==> src/rtl/alu_exec_pkg.sv <==
// Shared constants for the execute stage: aluOp classes, funct codes and ALU operation codes.
// A helper decodes the R-type funct field into an ALU operation.
package alu_exec_pkg;

  localparam logic [3:0] ALUOP_ADD  = 4'b0000;
  localparam logic [3:0] ALUOP_SUB  = 4'b0001;
  localparam logic [3:0] ALUOP_FUNC = 4'b0010;
  localparam logic [3:0] ALUOP_AND  = 4'b0011;
  localparam logic [3:0] ALUOP_OR   = 4'b0100;
  localparam logic [3:0] ALUOP_SLT  = 4'b0101;
  localparam logic [3:0] ALUOP_XOR  = 4'b0110;

  localparam logic [5:0] FUNC_ADD = 6'b100000;
  localparam logic [5:0] FUNC_SUB = 6'b100010;
  localparam logic [5:0] FUNC_AND = 6'b100100;
  localparam logic [5:0] FUNC_OR  = 6'b100101;
  localparam logic [5:0] FUNC_XOR = 6'b100110;
  localparam logic [5:0] FUNC_NOR = 6'b100111;
  localparam logic [5:0] FUNC_SLT = 6'b101010;

  typedef enum logic [3:0] {
    CTRL_AND = 4'b0000,
    CTRL_OR  = 4'b0001,
    CTRL_ADD = 4'b0010,
    CTRL_XOR = 4'b0011,
    CTRL_SUB = 4'b0110,
    CTRL_SLT = 4'b0111,
    CTRL_NOR = 4'b1100
  } alu_ctrl_e;

  // Unknown funct values fall back to ADD so stray encodings still produce a defined result.
  function automatic alu_ctrl_e decodeFunc(input logic [5:0] f);
    alu_ctrl_e op;
    op = CTRL_ADD;
    case (f)
      FUNC_ADD: op = CTRL_ADD;
      FUNC_SUB: op = CTRL_SUB;
      FUNC_AND: op = CTRL_AND;
      FUNC_OR:  op = CTRL_OR;
      FUNC_XOR: op = CTRL_XOR;
      FUNC_NOR: op = CTRL_NOR;
      FUNC_SLT: op = CTRL_SLT;
      default:  op = CTRL_ADD;
    endcase
    return op;
  endfunction

endpackage

==> src/rtl/alu_ctrl_decode.sv <==
// Combinational decode of the main-control operation class and funct field into an ALU operation code.
module alu_ctrl_decode
  import alu_exec_pkg::*;
(
  input  logic [3:0] aluOp_i,
  input  logic [5:0] func_i,
  output logic [3:0] aluCtrl_o
);

  always_comb begin
    aluCtrl_o = CTRL_ADD;
    case (aluOp_i)
      ALUOP_ADD:  aluCtrl_o = CTRL_ADD;
      ALUOP_SUB:  aluCtrl_o = CTRL_SUB;
      ALUOP_FUNC: aluCtrl_o = decodeFunc(func_i);
      ALUOP_AND:  aluCtrl_o = CTRL_AND;
      ALUOP_OR:   aluCtrl_o = CTRL_OR;
      ALUOP_SLT:  aluCtrl_o = CTRL_SLT;
      ALUOP_XOR:  aluCtrl_o = CTRL_XOR;
      default:    aluCtrl_o = CTRL_ADD;
    endcase
  end

endmodule

==> src/rtl/alu_execute_unit.sv <==
// Execute stage: ALU, branch-target adder and the one-cycle output register bank with stall enable.
// Optional feature macro ALU_OVERFLOW_EN adds a registered signed-overflow flag for ADD/SUB.
module alu_execute_unit
  import alu_exec_pkg::*;
#(
  parameter int WIDTH = 32
) (
  input  logic             clk,
  input  logic             reset,
  input  logic             en,
  input  logic             valid_in,
  input  logic [3:0]       aluOp,
  input  logic [5:0]       func,
  input  logic [WIDTH-1:0] entr1,
  input  logic [WIDTH-1:0] entr2,
  input  logic [WIDTH-1:0] pc,
  input  logic [WIDTH-1:0] branch_offset,
`ifdef ALU_OVERFLOW_EN
  output logic             overflow,
`endif
  output logic             valid_out,
  output logic [3:0]       alu_ctrl,
  output logic [WIDTH-1:0] alu_result,
  output logic             zero,
  output logic [WIDTH-1:0] branch_pc
);

  logic [3:0]       aluCtrl_d;
  logic [WIDTH-1:0] sumRaw;
  logic [WIDTH-1:0] diffRaw;
  logic             sltBit;
  logic [WIDTH-1:0] result_d;
  logic             zero_d;
  logic [WIDTH-1:0] branchPc_d;

  logic             valid_q;
  logic [3:0]       aluCtrl_q;
  logic [WIDTH-1:0] result_q;
  logic             zero_q;
  logic [WIDTH-1:0] branchPc_q;

  alu_ctrl_decode u_decode (
    .aluOp_i   (aluOp),
    .func_i    (func),
    .aluCtrl_o (aluCtrl_d)
  );

  assign sumRaw     = entr1 + entr2;
  assign diffRaw    = entr1 - entr2;
  assign sltBit     = $signed(entr1) < $signed(entr2);
  assign branchPc_d = pc + branch_offset;

  // Codes outside the defined operation set deliberately produce zero.
  always_comb begin
    result_d = '0;
    case (aluCtrl_d)
      CTRL_AND: result_d = entr1 & entr2;
      CTRL_OR:  result_d = entr1 | entr2;
      CTRL_ADD: result_d = sumRaw;
      CTRL_XOR: result_d = entr1 ^ entr2;
      CTRL_SUB: result_d = diffRaw;
      CTRL_SLT: result_d = {{(WIDTH-1){1'b0}}, sltBit};
      CTRL_NOR: result_d = ~(entr1 | entr2);
      default:  result_d = '0;
    endcase
  end

  assign zero_d = (result_d == '0);

  always_ff @(posedge clk or posedge reset) begin
    if (reset) begin
      valid_q    <= 1'b0;
      aluCtrl_q  <= CTRL_ADD;
      result_q   <= '0;
      zero_q     <= 1'b1;
      branchPc_q <= '0;
    end else if (en) begin
      valid_q    <= valid_in;
      aluCtrl_q  <= aluCtrl_d;
      result_q   <= result_d;
      zero_q     <= zero_d;
      branchPc_q <= branchPc_d;
    end
  end

  assign valid_out  = valid_q;
  assign alu_ctrl   = aluCtrl_q;
  assign alu_result = result_q;
  assign zero       = zero_q;
  assign branch_pc  = branchPc_q;

`ifdef ALU_OVERFLOW_EN
  logic overflow_d;
  logic overflow_q;

  // Signed overflow: operands that agree in sign (ADD) or differ (SUB) yet flip the result sign.
  always_comb begin
    overflow_d = 1'b0;
    case (aluCtrl_d)
      CTRL_ADD: overflow_d = (entr1[WIDTH-1] == entr2[WIDTH-1]) &&
                             (sumRaw[WIDTH-1] != entr1[WIDTH-1]);
      CTRL_SUB: overflow_d = (entr1[WIDTH-1] != entr2[WIDTH-1]) &&
                             (diffRaw[WIDTH-1] != entr1[WIDTH-1]);
      default:  overflow_d = 1'b0;
    endcase
  end

  always_ff @(posedge clk or posedge reset) begin
    if (reset) begin
      overflow_q <= 1'b0;
    end else if (en) begin
      overflow_q <= overflow_d;
    end
  end

  assign overflow = overflow_q;
`endif

endmodule

==> config.mk <==
export PLATFORM = sky130hd
export DESIGN_NAME = alu_execute_unit
export DESIGN_NICKNAME = d
export VERILOG_FILES = /design/src/rtl/alu_exec_pkg.sv /design/src/rtl/alu_ctrl_decode.sv /design/src/rtl/alu_execute_unit.sv
export SDC_FILE = /design/constraint.sdc
export NUM_CORES = 1
export LEC_CHECK = 0
export CAP_MARGIN = 20
export CORE_MARGIN = 2
export CORE_UTILIZATION = 40
export DETAILED_ROUTE_END_ITERATION = 6
export GPL_TIMING_DRIVEN = 0
export PLACE_DENSITY = 0.68
export RECOVER_POWER = 25
export REMOVE_ABC_BUFFERS = 1
export SLEW_MARGIN = 20
export SYNTH_ARGS = -nofsm -noshare
export SYNTH_HDL_FRONTEND = slang
export SYNTH_SLANG_ARGS = --single-unit
export TNS_END_PERCENT = 1
==> constraint.sdc <==
create_clock -name clk -period 1.79 [get_ports clk]
set_input_delay 0.179 -clock clk [delete_from_list [all_inputs] [get_ports clk]]
set_output_delay 0.179 -clock clk [all_outputs]
set_load 0.02 [all_outputs]
---- After elaboration in Yosys (flattened, before gate mapping) ----
Cells that the tools add are included.
Widths: inputs -> output; s select.
cells by class
  reductions and logical operators ........ 2
  eq/ne operators ......................... 18
  mux-type cells .......................... 3
  add/sub/neg operators ................... 3
  bitwise gates (word level) .............. 4
  $lt $le $gt $ge ......................... 1
operator list
  cell                count
  $pmux 32 s7         1
  $add 32x32->32      2
  $pmux 4 s6          2
  $eq 6x6->1 const B  6
  $and 32x32->32      1
  $logic_not 32->1    1
  $lt 32x32->1        1
  $not 32->32         1
  $or 32x32->32       1
  $sub 32x32->32      1
  $xor 32x32->32      1
  $eq 4x3->1 const B  5
  $eq 4x2->1 const B  4
  $eq 4x1->1 const B  2
  $eq 4x4->1 const B  1
  $logic_not 4->1     1
word-level totals
  output and inout port bits .............. 70
  register bits after elaboration ......... 70
  logic and storage cells ................. 36
  input port bits ......................... 142

---- Depth between registers and ports, before layout ----
Gate-level depths: netlist of the first run.
  depth after elaboration ................. 6
  depth in mapped cells ................... 16
  depth with buffers taken out ............ 15

---- Cells and area by module ----
A second synthesis of the first run with hierarchy kept.
second synthesis, totals
  cells, all modules ...................... 1,414
  area total of the unflattened synthesis .. 10,497.6 um^2
modules (own cells, without submodules)
  module            sequential area each (um^2)  instances  area each (um^2)  cells an instance
  alu_execute_unit  1,754.2                      1          10,349.9          1,391
  alu_ctrl_decode   0.0                          1          147.6             23

---- Worst setup path before layout of the first run ----
OpenSTA, ideal clock, no wires.
  kind .................................... in2reg
  start point ............................. in entr2[5]
  end point ............................... reg zero_q, in the netlist zero
  path buffers ............................ 1
  stages .................................. 15
  arrival ................................. 3.258 ns
  setup time .............................. 0.062 ns
  slack ................................... -1.529 ns
  required time ........................... 1.728 ns
  cell sequence ........................... inv_1 > ha_1 > buf_2 > inv_1 > a221oi_1 > a211oi_1 > o41ai_2 > o21ai_1 > a311oi_2 > o21ai_0 > a211oi_1 > mux2i_1 > nor2_1 > a2111oi_0 > a22o_1
on the way
  cells in the longest elaborated chain, start to end .. 4
  elaborated cells on any way between the ends .. 9
  those cells by class .................... add/sub (2); order compare (1); mux (1); bitwise (4); reduce/logical (1)
ends and longest elaborated chain
  item                                                    line                    RTL
  start: declaration                                      alu_execute_unit.sv:15  input logic [WIDTH-1:0] entr2,
  branches (longest 2 deep; another with $sub 32x32->32)  n/a
  $pmux 32 s7 *                                           alu_execute_unit.sv:56  case (aluCtrl_d)
  $logic_not 32->1 *                                      alu_execute_unit.sv:68  assign zero_d = (result_d == '0);
  end signal: assignment                                  alu_execute_unit.sv:81  zero_q <= zero_d;
  end: declaration                                        alu_execute_unit.sv:39  logic zero_q;
Mark *: on every way between the ends.
A chain may end at the register's enable or synchronous reset.

---- Worst setup path in the final report of the first run ----
  start point ............................. in entr1[5]
  end point ............................... reg zero_q, in the netlist zero
on the way
  cells in the longest elaborated chain, start to end .. 4
  elaborated cells on any way between the ends .. 9
  those cells by class .................... add/sub (2); order compare (1); mux (1); bitwise (4); reduce/logical (1)
ends and longest elaborated chain
  item                                                    line                    RTL
  start: declaration                                      alu_execute_unit.sv:14  input logic [WIDTH-1:0] entr1,
  branches (longest 2 deep; another with $sub 32x32->32)  n/a
  $pmux 32 s7 *                                           alu_execute_unit.sv:56
  $logic_not 32->1 *                                      alu_execute_unit.sv:68
Marked as above.

==> metrics.txt, run 1 <==
worst min path class primary input to flip-flop; Post-Synthesis Cells 1271; max-cap viol count 1; final setup fails 57; Num CTS Buffers 9; H-tree levels 3; Comb pwr share 58.8%; Simple-Gate Fraction of Synth Area 18.2%; Crit Path Category primary input to flip-flop; #FFs+latches synth 70; adder-cell area share of the yosys netlist 17.0%; ANT nets after route 0; worst hold slack 0.281 ns; Max clock buf depth 2; Post-synth EDFFs 0; RSZ-0062 raised after global routing true; WL per Instance 20.5 µm; Peak Freq 303 MHz; first-pass GRT wire length 60.6 mm; sw power 4.01 mW; RePlAce Congestion 0.931; crit path DAT 3.59 ns; # rows 57; Via-to-Cell Ratio 6.02; min setup slack post-route -1.51 ns; dpl cells 1754; worst slack, placed -3.38 ns; failing checks capacitance limit, slew limit, setup timing; Synth Area in XOR/XNOR 3.42%; asr flop ratio synth 100%; CTS tree yes; Req. time, crit path 2.08 ns; final-stage net count 1830; Starting Density 40.3%; die area 25600 µm²; global route total overflow 0; initial antenna violation count 3; Routed WL 38.8 mm; CTS Root Cell clkbuf_16; clk_lat worst skew 0.36 ns; clock share of power 19.3%; GRT Total Usage 29.4%; setup TNS -40.29 ns; main combinational cell family by area after synthesis compound AO/OA/AOI/OAI gates; routed length on met2 18.0 mm; Clock Sinks 70; vias after detailed routing 11375; status finished, violations left; crit share post-route 184%; DIE HEIGHT 160 µm; wire length on met1 15.3 mm; drt initial violations 852; clk_skew 0 ns; Int Power 5.53 mW; hpwl dp 26.0 mm; Unique masters post-synth 87; Layout Cells excl Fill 1890; Tightest Pin Transition 1.50 ns; Hold Fails Final Rpt 0; Min Clock Period, post-route 3.30 ns; maximum number of pins on one net before global-route repair 67; Die X 160 µm; cell area after synthesis 9720 µm²; Sequential Power Share 21.9%; Startpoint Class primary input; CP Max Fanout 5; vias in the first global route 11492; port bufs 211; fillers 2075; Avg Cell Area, Syn 7.65 µm²; register area share after synthesis 18.0%; Worst-path clk slew 0.07 ns; Pins Over Slew Limit 30; drt first pass iters 5; Worst setup EP type flip-flop; Leakage 6.31 nW; leading register cell type out of synthesis dfrtp_1; post-route DRC violation count 0; core box area 24100 µm²; maximum vdd drop 0.469 mV; Power Density 635 nW/µm²; multiplexer area fraction after synthesis 4.77%; share of cells above drive strength 1 29.0%; io pins 212; Switching Share 42.1%; worst hold path depth 3; FF-to-FF path depth 2; warnings from Yosys 0; Synth Area in Compound Gates 31.4%; Tot Pwr 9.54 mW; Slew HR -0.105%; WL met3 3.81 mm; top layer in use met5; area grow syn2layout 54.6%
-- area by class of cell --
class	instances	area [µm²]	area share, %
repair buffers	340	3230	21.5
clock inverters	7	63.8	0.425
flip-flops and latches	70	1750	11.7
inverters	111	430	2.86
diodes	3	7.51	0.0499
clock buffers	9	225	1.50
multi-input cells	1026	8920	59.3
well taps	324	405	2.70
-- cells by family (layout without fill, tap and decap cells) --
family	after synthesis	in the layout
AND/OR/NAND/NOR	371	371
other	0	3
flip-flops	70	70
adder cells (fa/ha/maj)	130	130
multiplexers	42	42
XOR/XNOR	38	38
AO/OA/AOI/OAI	443	445
buffers and inverters	177	467
-- stage by stage --
| step | util, % | instance area, µm² |
|---|---|---|
| finish | 62.4 | 15000 |
| detailed placement | 50.7 | 12200 |
| floorplan | - | 9430 |
| CTS | 61.1 | 14700 |
| global route | 62.3 | 15000 |
| global placement | 49.6 | 12000 |
-- state kept, by name, indices dropped and copies added (netlist names) --
register,cells
alu_result,32
branch_pc,32
alu_ctrl,4
valid_out,1
zero,1
-- Yosys cell counts, types with 15 or more instances --
master    instances  share of area [%]
a211oi_1         24                1.9
a21o_1           27                2.1
a21oi_1         123                6.3
clkbuf_1         49                1.9
dfrtp_1          68                 17
ha_1            127                 16
inv_1           111                4.3
mux2_2           35                4.1
nand2_1          88                3.4
nand2b_1         19                1.2
nand3_1          32                1.6
nand4_1          16                1.0
nor2_1          115                4.4
nor3_1           33                1.7
nor4_1           15               0.97
o21a_1           19                1.5
o21ai_0          70                3.6
o31ai_1          15                1.2
xnor2_1          33                3.0
-- worst max-delay path, stage by stage --
cell and delay, ns:
buf_8 0.08, inv_4 0.03, ha_4 0.31, nor2_2 0.07
a221oi_4 0.33, a211oi_4 0.13, o41ai_4 0.56, nor2_2 0.09
o41ai_2 0.44, mux2_2 0.39, a21oi_2 0.15, and2_4 0.18
nand4_1 0.22, nor4_4 0.24, a22o_1 0.17
-- cells in the final DEF (no fill, tap or decap), drive strengths merged, types with 8 or more instances in the layout --
cell type        n
dfrtp           68
a21oi          124
o31ai           16
nor3            33
nand3           32
o21a            19
and2             8
a211oi          24
inv            114
o211ai          14
mux2            35
clkdlybuf4s50  166
o21ai           76
o21bai          12
nor4            15
xnor2           33
a32oi            8
nand2b          19
a21o            27
nand2           89
ha             127
clkdlybuf4s15    8
and3             8
clkbuf          12
nor2           116
nand4           16
dlygate4sd2     17
buf            143
a31oi            9
a221oi           9
-- what timing repair did --
action | CTS | global route
hold buffers | 0 | 0
pin swaps | 118 | 32
cloned | 2 | 0
resized for setup | 402 | 63
setup buffers | 115 | 0
setup endpoints to repair | 61 | 58
-- final timing paths --
kind | end | slack [ns] | start
min in group asynchronous | valid_out | 0.57 | reset
worst min-delay path | alu_ctrl[1] | 0.28 | en
worst min register to register | branch_pc[20] | 0.48 | branch_pc[20]
worst max-delay path | zero | -1.51 | entr1[5]
worst max register to register | branch_pc[30] | 0.63 | branch_pc[30]
max in group asynchronous | alu_ctrl[1] | 0.21 | reset
-- routing by layer --
layer  up-vias  track usage [%]
li1       5273                -
met3       125             9.87
met5         -                0
met2       540             48.3
met4         2             12.4
met1      5435             35.2
-- power groups by stage --
stage                     sequential [mW]  combinational (mW)  clock (mW)
after detailed placement             2.11                4.37           0
after CTS                            2.09                5.34        1.88
after global routing                 2.13                5.98        1.95
final                                2.09                5.61        1.84
after global placement               2.10                4.29           0
after floorplan                      2.50                2.16           0
No activity file was read; power rests on OpenSTA's default activity.
==> run 2: changes to the inputs <==
Settings changed: GPL_ROUTABILITY_DRIVEN set to 0.
==> run 2 against run 1 <==
Net effect:
- the run ends with DRC, capacitance limit, setup timing left
- setup slack lost 0.14 ns
- maximum frequency shrank 4.0%
- cell count shrank 1.3%
- register-to-register slack is essentially flat
- first-iteration DRC count grew 29%
- largest power group unchanged
- sequential share of layout area grew 0.23 points
- worst hold slack lost 0.0043 ns
- non-clock buffer count shrank 25
- sequential cell count is the same
- critical path depth shrank 1
- highest routed layer unchanged
- routed wire length shrank 2.1%
==> metrics.txt, run 2 (synthesis gave the netlist of run 1 again) <==
Max clock buf depth 2 (unchanged); sw power 3.88 mW (-3.3%); drt initial violations 1097 (+29%); commonest non-fill, non-tap cell in the layout clkdlybuf4s50_1; clock share of power 19.1% (-0.2 points); Startpoint Class primary input; worst min path class primary input to flip-flop; maximum vdd drop 0.409 mV (-13%); Worst setup EP type flip-flop; port bufs 211 (unchanged); min setup slack post-route -1.64 ns (-0.137 ns); die area 25600 µm² (unchanged); Die X 160 µm (unchanged); final setup fails 57 (unchanged); Worst Setup EP zero; Worst path max stage delay 0.50 ns (-0.06 ns); FF-to-FF path depth 2 (unchanged); RSZ-0062 raised after global routing true; crit path from func[0]; initial antenna violation count 4 (+1); Worst-path clk slew 0.07 ns (about the same); Routed WL 38.0 mm (-2.1%); R2R Path End branch_pc[30]; max-cap viol count 1 (unchanged); share of cells above drive strength 1 26.4% (-2.7 points); Clock Sinks 70 (unchanged); vias in the first global route 10580 (-7.9%); Tot Pwr 9.32 mW (-2.3%); most frequent cells in the layout clkdlybuf4s50_1 (167), nor2_1 (111), ha_1 (94); Leakage 6.38 nW (+1.1%); Switching Share 41.6% (-0.44 points); # rows 57 (unchanged); Int Power 5.44 mW (-1.6%); cts-stage hold buffer count 0 (unchanged); CP Max Fanout 8 (+3); Min Clock Period, post-route 3.43 ns (+0.137 ns); post-route DRC violation count 11 (+11); Pins Over Slew Limit 0 (-100%); drt first pass iters 7 (+2); clk_lat worst skew 0.35 ns (about the same); WL per Instance 20.4 µm (-0.86%); sequence of cells on the critical path clkdlybuf4s50_1 > nand3b_1 > o21ai_1 > a31o_4 > buf_4 > nor3_1 > o31a_1 > a211o_1 > nor4_4 > nand4b_1 > nor3_2 > nand4_1 > nor4_4 > a22o_1; DIE HEIGHT 160 µm (unchanged); Slew HR 0.978% (+1.1 points); area grow syn2layout 51.6%; slowest cell on the critical path clkdlybuf4s50_1; H-tree levels 3 (unchanged); Comb pwr share 58.5% (-0.3 points); clk_skew 0 ns (unchanged); maximum number of pins on one net before global-route repair 66 (-1.5%); fin util 61.2% (-1.2 points); Sequential Power Share 22.4% (+0.5 points); Req. time, crit path 2.08 ns (about the same); global route total overflow 0 (unchanged); Tightest Pin Transition 1.48 ns (-0.0162 ns); CTS Root Cell clkbuf_16; most frequent CP cell nor4_4; crit share post-route 192% (+7.7 points); crit path DAT 3.72 ns (+0.13 ns); CTS tree yes; hpwl dp 25.4 mm (-2.0%); core box area 24100 µm² (unchanged); Starting Density 40.3% (unchanged); worst hold path depth 3 (unchanged); Via-to-Cell Ratio 6.13 (+1.8%); Hold Fails Final Rpt 0 (unchanged); Num CTS Buffers 9 (unchanged); failing checks DRC, capacitance limit, setup timing; status finished, violations left; reg-to-reg setup timing slack 0.62 ns (about the same); Critical R2R Launch branch_pc[30]; Peak Freq 291 MHz (-4.0%); final-stage net count 1806 (-1.3%); Power Density 632 nW/µm² (-0.42%); first-pass GRT wire length 55.1 mm (-9.0%); GRT Total Usage 26.5% (-3.0 points); io pins 212 (unchanged); ANT nets after route 0 (unchanged); vias after detailed routing 11430 (+0.48%); Crit Path Category primary input to flip-flop
==> run 2: worst min path at each step <==
stage / from / end / slack (ns)
floorplan: en / alu_ctrl[1] / 0.23
global placement: branch_pc[20] / branch_pc[20] / 0.46
detailed placement: branch_pc[20] / branch_pc[20] / 0.47
CTS: reset / valid_out / 0.20
global route: en / alu_result[15] / 0.33
finish: en / alu_ctrl[1] / 0.28
==> run 2: cell type report <==
type | count | area, µm²
fill | 2112 | 9360
multi-input combinational | 1027 | 8750
timing repair buffer | 315 | 3110
sequential | 70 | 1750
inverter | 111 | 427
tap | 324 | 405
clock buffer | 10 | 239
clock inverter | 6 | 46.3
antenna | 3 | 7.51
==> run 2: through the flow <==
step                      cells  hold WS [ns]  TNS [ns]  instance area [µm²]  setup slack, ns
final                      1866         0.277    -43.13                14700            -1.64
after global routing       1865         0.329    -51.34                14700            -1.81
after CTS                  1786         0.204    -58.87                13100            -1.98
after detailed placement   1753         0.468   -108.81                12200            -3.25
after global placement     1740         0.464   -394.55                12000            -6.58
after floorplan            1205         0.229    -94.57                 9430            -2.73
==> run 2: worst max-delay path: cells and delay by family <==
kind / cells / cell delay [ns]
AND/OR/NAND/NOR: 7 / 1.57
AO/OA/AOI/OAI: 5 / 1.33
buffers and inverters: 2 / 0.64
==> run 2: power by group through the flow <==
| stage | sequential (mW) | clock [mW] | combinational, mW |
|---|---|---|---|
| after floorplan | 2.50 | 0 | 2.16 |
| after global placement | 2.10 | 0 | 4.26 |
| after detailed placement | 2.10 | 0 | 4.35 |
| after CTS | 2.09 | 1.81 | 4.67 |
| after global routing | 2.13 | 1.86 | 5.79 |
| final | 2.08 | 1.78 | 5.45 |
==> run 2: metal layers <==
layer  share of wire [%]  vias up  track usage [%]
met2                  46      639             43.3
met5               0.029        -                0
met4                 5.5        2             9.62
met3                  11      198             7.69
li1                    -     5213                -
met1                  38     5378             33.2
==> run 2: what timing repair did <==
item | in CTS | in global routing
pin swaps | 42 | 96
cloned | 2 | 2
setup buffers | 15 | 75
setup endpoints to repair | 61 | 63
gates resized for setup | 112 | 273
